===== src/rtl/uart_image_transmitter.sv =====
// Streams the image RAM out as UART 8N1 bytes in raster order.
// Define IMAGE_TX_HEADER_EN to prefix the frame with a 4-byte size header.
module uart_image_transmitter #(
  parameter int CLK_FREQ     = 10_000_000,
  parameter int BAUD_RATE    = 115_200,
  parameter int IMAGE_WIDTH  = 8,
  parameter int IMAGE_HEIGHT = 8,
  parameter int ADDR_WIDTH   =
    (IMAGE_WIDTH * IMAGE_HEIGHT > 1) ?
    $clog2(IMAGE_WIDTH * IMAGE_HEIGHT) : 1
) (
  input  logic                  clk,
  input  logic                  rst,
  input  logic                  start,
  output logic [ADDR_WIDTH-1:0] ram_addr,
  input  logic [7:0]            ram_data,
  output logic                  tx,
  output logic                  busy,
  output logic                  done
);

  localparam int DIV  = CLK_FREQ / BAUD_RATE;
  localparam int CW   = (DIV > 1) ? $clog2(DIV) : 1;
  localparam int NPIX = IMAGE_WIDTH * IMAGE_HEIGHT;

  localparam logic [CW-1:0] BAUD_LAST =
    CW'(DIV - 1);
  localparam logic [ADDR_WIDTH-1:0] IDX_LAST =
    ADDR_WIDTH'(NPIX - 1);

  typedef enum logic [2:0] {
    IDLE,
    FETCH,
    WAIT,
    START,
    DATA,
    STOP,
    FIN
  } state_t;

  state_t state;
  state_t state_n;

  logic [CW-1:0]         baud_cnt;
  logic [2:0]            bit_cnt;
  logic [7:0]            shift_reg;
  logic [ADDR_WIDTH-1:0] idx;
  logic                  baud_last;
  logic                  hdr_on;
  logic                  hdr_last;

`ifdef IMAGE_TX_HEADER_EN
  localparam state_t FIRST = START;
  localparam logic [15:0] W16 = 16'(IMAGE_WIDTH);
  localparam logic [15:0] H16 = 16'(IMAGE_HEIGHT);

  logic [1:0] hdr_cnt;
  logic       hdr_q;

  function automatic logic [7:0] hdr_byte(
    input logic [1:0] i
  );
    logic [7:0] b;
    unique case (i)
      2'd0:    b = W16[7:0];
      2'd1:    b = W16[15:8];
      2'd2:    b = H16[7:0];
      default: b = H16[15:8];
    endcase
    return b;
  endfunction

  assign hdr_on   = hdr_q;
  assign hdr_last = (hdr_cnt == 2'd3);
`else
  localparam state_t FIRST = FETCH;

  assign hdr_on   = 1'b0;
  assign hdr_last = 1'b0;
`endif

  assign baud_last = (baud_cnt == BAUD_LAST);

  always_ff @(posedge clk) begin
    if (rst) state <= IDLE;
    else     state <= state_n;
  end

  always_comb begin
    state_n = state;
    unique case (state)
      IDLE:  if (start) state_n = FIRST;
      FETCH: state_n = WAIT;
      WAIT:  state_n = START;
      START: if (baud_last) state_n = DATA;
      DATA: begin
        if (baud_last && bit_cnt == 3'd7)
          state_n = STOP;
      end
      STOP: begin
        if (baud_last) begin
          if (hdr_on)
            state_n = hdr_last ? FETCH : START;
          else if (idx == IDX_LAST)
            state_n = FIN;
          else
            state_n = FETCH;
        end
      end
      FIN:     state_n = IDLE;
      default: state_n = IDLE;
    endcase
  end

  always_comb begin
    tx   = 1'b1;
    busy = 1'b1;
    done = 1'b0;
    unique case (state)
      IDLE:    busy = 1'b0;
      START:   tx   = 1'b0;
      DATA:    tx   = shift_reg[bit_cnt];
      FIN: begin
        busy = 1'b0;
        done = 1'b1;
      end
      default: ;
    endcase
  end

  assign ram_addr = idx;

  // Counters restart on every state change, so each bit slot is DIV long.
  always_ff @(posedge clk) begin
    if (rst) begin
      baud_cnt  <= '0;
      bit_cnt   <= '0;
      shift_reg <= '0;
      idx       <= '0;
`ifdef IMAGE_TX_HEADER_EN
      hdr_q     <= 1'b0;
      hdr_cnt   <= '0;
`endif
    end else begin
      if (state_n != state) begin
        baud_cnt <= '0;
        bit_cnt  <= '0;
      end else if (state == START ||
                   state == DATA  ||
                   state == STOP) begin
        baud_cnt <= baud_last ? '0 :
                    baud_cnt + 1'b1;
        if (state == DATA && baud_last)
          bit_cnt <= bit_cnt + 1'b1;
      end

      if (state == WAIT)
        shift_reg <= ram_data;

      if (state == STOP && state_n == FETCH &&
          !hdr_on)
        idx <= idx + 1'b1;

      if (state == FIN)
        idx <= '0;

`ifdef IMAGE_TX_HEADER_EN
      // Header bytes skip the RAM and load straight into the shifter.
      if (state == IDLE && start) begin
        hdr_q     <= 1'b1;
        hdr_cnt   <= '0;
        shift_reg <= hdr_byte(2'd0);
      end else if (state == STOP && baud_last &&
                   hdr_q) begin
        if (hdr_last) begin
          hdr_q <= 1'b0;
        end else begin
          hdr_cnt   <= hdr_cnt + 1'b1;
          shift_reg <= hdr_byte(hdr_cnt + 1'b1);
        end
      end
`endif
    end
  end

endmodule

===== config.mk =====
export PLATFORM = sky130hd
export DESIGN_NAME = uart_image_transmitter
export DESIGN_NICKNAME = d
export VERILOG_FILES = /design/src/rtl/uart_image_transmitter.sv
export SDC_FILE = /design/constraint.sdc
export NUM_CORES = 1
export LEC_CHECK = 0
export CAP_MARGIN = 10
export CORE_AREA = 10 10 68 70
export CTS_BUF_LIST = sky130_fd_sc_hd__clkbuf_4 sky130_fd_sc_hd__clkbuf_8
export DETAILED_ROUTE_END_ITERATION = 6
export DIE_AREA = 0 0 78 80
export MAX_ROUTING_LAYER = met4
export PLACE_DENSITY = 0.66
export SLEW_MARGIN = 20
export SYNTH_ARGS = -nofsm -noshare
export SYNTH_HDL_FRONTEND = slang
export SYNTH_SLANG_ARGS = --single-unit

===== constraint.sdc =====
create_clock -name clk -period 2.9 [get_ports clk]
set_input_delay 0.435 -clock clk [delete_from_list [all_inputs] [get_ports clk]]
set_output_delay 0.435 -clock clk [all_outputs]
set_load 0.005 [all_outputs]

==> summary.txt <==
Outcome
  – Status: finished clean

Cells and area
  – Synth-to-layout area growth: 17.3%
  – Design Area, Final: 0.00169 mm2
  – Max FFs per register: 8
  – Share of cells above drive strength 1: 8.05%
  – # fillers: 325
  – Layout Nets: 191
  – # diodes: 0

CTS
  – Hold-fix buffers, CTS: 0
  – CTS Buf Count: 3
  – Clock transition at path regs: 0.15 ns
  – Setup bufs post-CTS: 0
  – Resized Gates After CTS: 0
  – Max Root-Sink Buffers: 2
  – Root Buffer: clkbuf_4
  – CTS tree: built
  – H-tree levels: 1
  – Clk sinks: 27
  – Worst skew pair latency: 0.34 ns

Timing
  – Number of setup violations in the final report: 0
  – Tcrit/Tclk final: 85.4%
  – Hold WS: 0.507 ns
  – Tmin final: 2.48 ns
  – Pins over their slew limit: 0
  – Setup TNS: 0 ns
  – Max Fclk: 404 MHz
  – Slew margin rel.: 45.5%
  – Worst slew pin tran: 0.813 ns
  – RSZ-0062 raised after global routing: no
  – Clock skew: 0.00467 ns
  – Final hold violations: 0

Yosys
  – Synthesized area: 0.00144 mm2
  – Post-synthesis instance total: 159
  – Avg Inst Size Synth: 9.05 um2
  – Sequential share of the synthesized area: 37.6%
  – Syn Nets: 175
  – Top_reg_cell synth: dfxtp_1
  – FF+latch count, synth: 27
  – Async SR Flop Fraction: 0%
  – Netlist cell types: 38
  – Synth warn: 0
  – EDFF count, synth: 0

Routing
  – DR vias: 1220
  – Detailed-route DRC error count: 0
  – Post-DR wirelength/cell: 14.4 um
  – DR iter-0 viols: 92
  – Via density: 5.55
  – Antenna Nets Post-Route: 0
  – Drt first pass iters: 4
  – WL final: 3.17 mm

Critical path
  – Reg-to-reg startpoint: state[2]
  – CP Capture Type: output pin
  – WP data required: 2.47 ns
  – Launch point of the worst path: bit_cnt[0]
  – Worst EP arrival: 2.04 ns
  – WS Path Type: register to output pin
  – Startpoint types: register
  – CP Max Fanout: 4

Global route
  – First-pass GRT wire length: 5.29 mm
  – Gr ovfl total: 0
  – Largest net degree at the start of global routing: 17
  – GR peak layer: met2
  – Tot GR Track Use: 10.6%
  – Met3 global-route usage: 3.15%
  – Grt met2 use: 16.8%
  – Via count of the first global-routing pass: 1156
  – Initial antenna violation count: 0
  – Met1 Use GR: 12.1%

Pwr
  – Peak VDD IR: 0.208 mV
  – Tot Pwr: 638 uW
  – Sw frac: 26.3%
  – Seq pwr share: 61.4%
  – Logic pwr share: 10.9%
  – Leakage: 0.000543 uW
  – Sw Pwr: 168 uW
  – Clk pwr share: 27.7%
  – Pint: 470 uW
  – PwrDens: 378 mW/mm2

Placed design
  – Port Buffers: 19
  – Dpl cell area: 0.00166 mm2
  – Post-DP HPWL: 2.37 mm
  – GPL Wtd Cong: 0.828

Die
  – Die Area: 0.00624 mm2
  – Die X: 78 um
  – FP Rows: 21
  – Core Footprint: 0.00328 mm2
  – Die height: 80 um
  – # IOs: 20
  – Initial Utilization: 43.8%

Min path
  – Worst Hold Class: register to register
  – Worst hold start: ram_addr[5]

Run
  – Max Cap Violations: 0
-- layout by cell type, fill, tap and decap left out, drive strengths merged, types with 3 or more instances in the layout --
cell | netlist | routed
nand3b | 3 | 3
o21ai | 4 | 4
or3 | 4 | 4
ha | 5 | 5
mux2i | 12 | 12
xor2 | 4 | 4
o211ai | 3 | 3
nand3 | 6 | 6
or2 | 3 | 3
a31oi | 3 | 3
nor2 | 19 | 19
a21oi | 10 | 10
or4 | 4 | 4
inv | 4 | 4
nor3 | 6 | 6
clkdlybuf4s50 | 0 | 19
dfxtp | 27 | 27
clkbuf | 7 | 3
nand2 | 7 | 7
o31ai | 6 | 6
-- cell type report --
cell class / instances / area (um2) / share of cell area, %
inverters: 4 / 15.0 / 0.890
well taps: 46 / 57.6 / 3.41
clock buffers: 3 / 22.5 / 1.33
repair buffers: 21 / 205 / 12.2
clock inverters: 1 / 7.51 / 0.445
flip-flops and latches: 27 / 541 / 32.0
multi-input cells: 118 / 840 / 49.7
-- worst paths after layout --
kind | endpoint | slack (ns) | depth (start not counted)
setup / recovery | tx | 0.42 | 4
hold / removal | ram_addr[5] | 0.51 | 2
setup reg to reg | ram_addr[3] | 1.05 | 4
hold reg to reg | ram_addr[5] | 0.51 | 2
-- per-layer routing --
metal	part of all wire [%]	up-vias	wire length, um
li1	-	614	-
met1	48	566	1520
met2	45	33	1430
met3	5.1	7	163
met4	1.9	0	60
met5	0	-	0
-- power by group through the flow --
stage | Clock, uW | Sequential (uW) | Combinational, uW
finish | 177 | 392 | 69.6
global route | 201 | 394 | 75.8
CTS | 183 | 391 | 69.7
detailed placement | 0 | 399 | 68.9
global placement | 0 | 399 | 66.9
floorplan | 0 | 391 | 48.0
-- cell families (layout without fill, tap and decap cells) --
kind of cell	Yosys count	in the layout	share of synthesized area, %
simple gates	62	62	25.1
compound gates	32	32	14.3
flops	27	27	37.6
mux	14	14	11.5
buf+inv	14	29	4.09
fa+ha+maj	5	5	4.35
xor+xnor	5	5	3.04
-- critical path, cell delays in order, from the launching register on --
cell and delay (ns):
dfxtp_1 0.47, mux4_2 0.53, mux2i_1 0.14, a31oi_1 0.11
clkdlybuf4s50_1 0.46
-- cells in the mapped netlist, drive strengths merged (3+ instances only) --
library cell,n,area (um2)
o31ai,6,45.0
xor2,4,35.0
a21oi,10,50.1
dfxtp,27,541
or2,3,21.3
or4,4,30.0
o211ai,3,22.5
nand3,6,30.0
a31oi,3,18.8
nor2,19,71.3
or3,4,25.0
mux2i,12,120
inv,4,15.0
clkbuf,7,26.3
nand2,7,26.3
ha,5,62.6
nor3,6,35.0
o21ai,4,20.0
nand3b,3,22.5
buf,3,17.5
-- stage by stage --
stage	setup slack, ns	utilization, %	std cells
finish	0.423	51.4	220
global route	0.252	51.4	220
CTS	0.390	51.4	220
detailed placement	0.800	50.5	216
global placement	0.840	50.5	216
floorplan	1.33	-	159
Note: power is estimated with default switching activity, not from simulation.
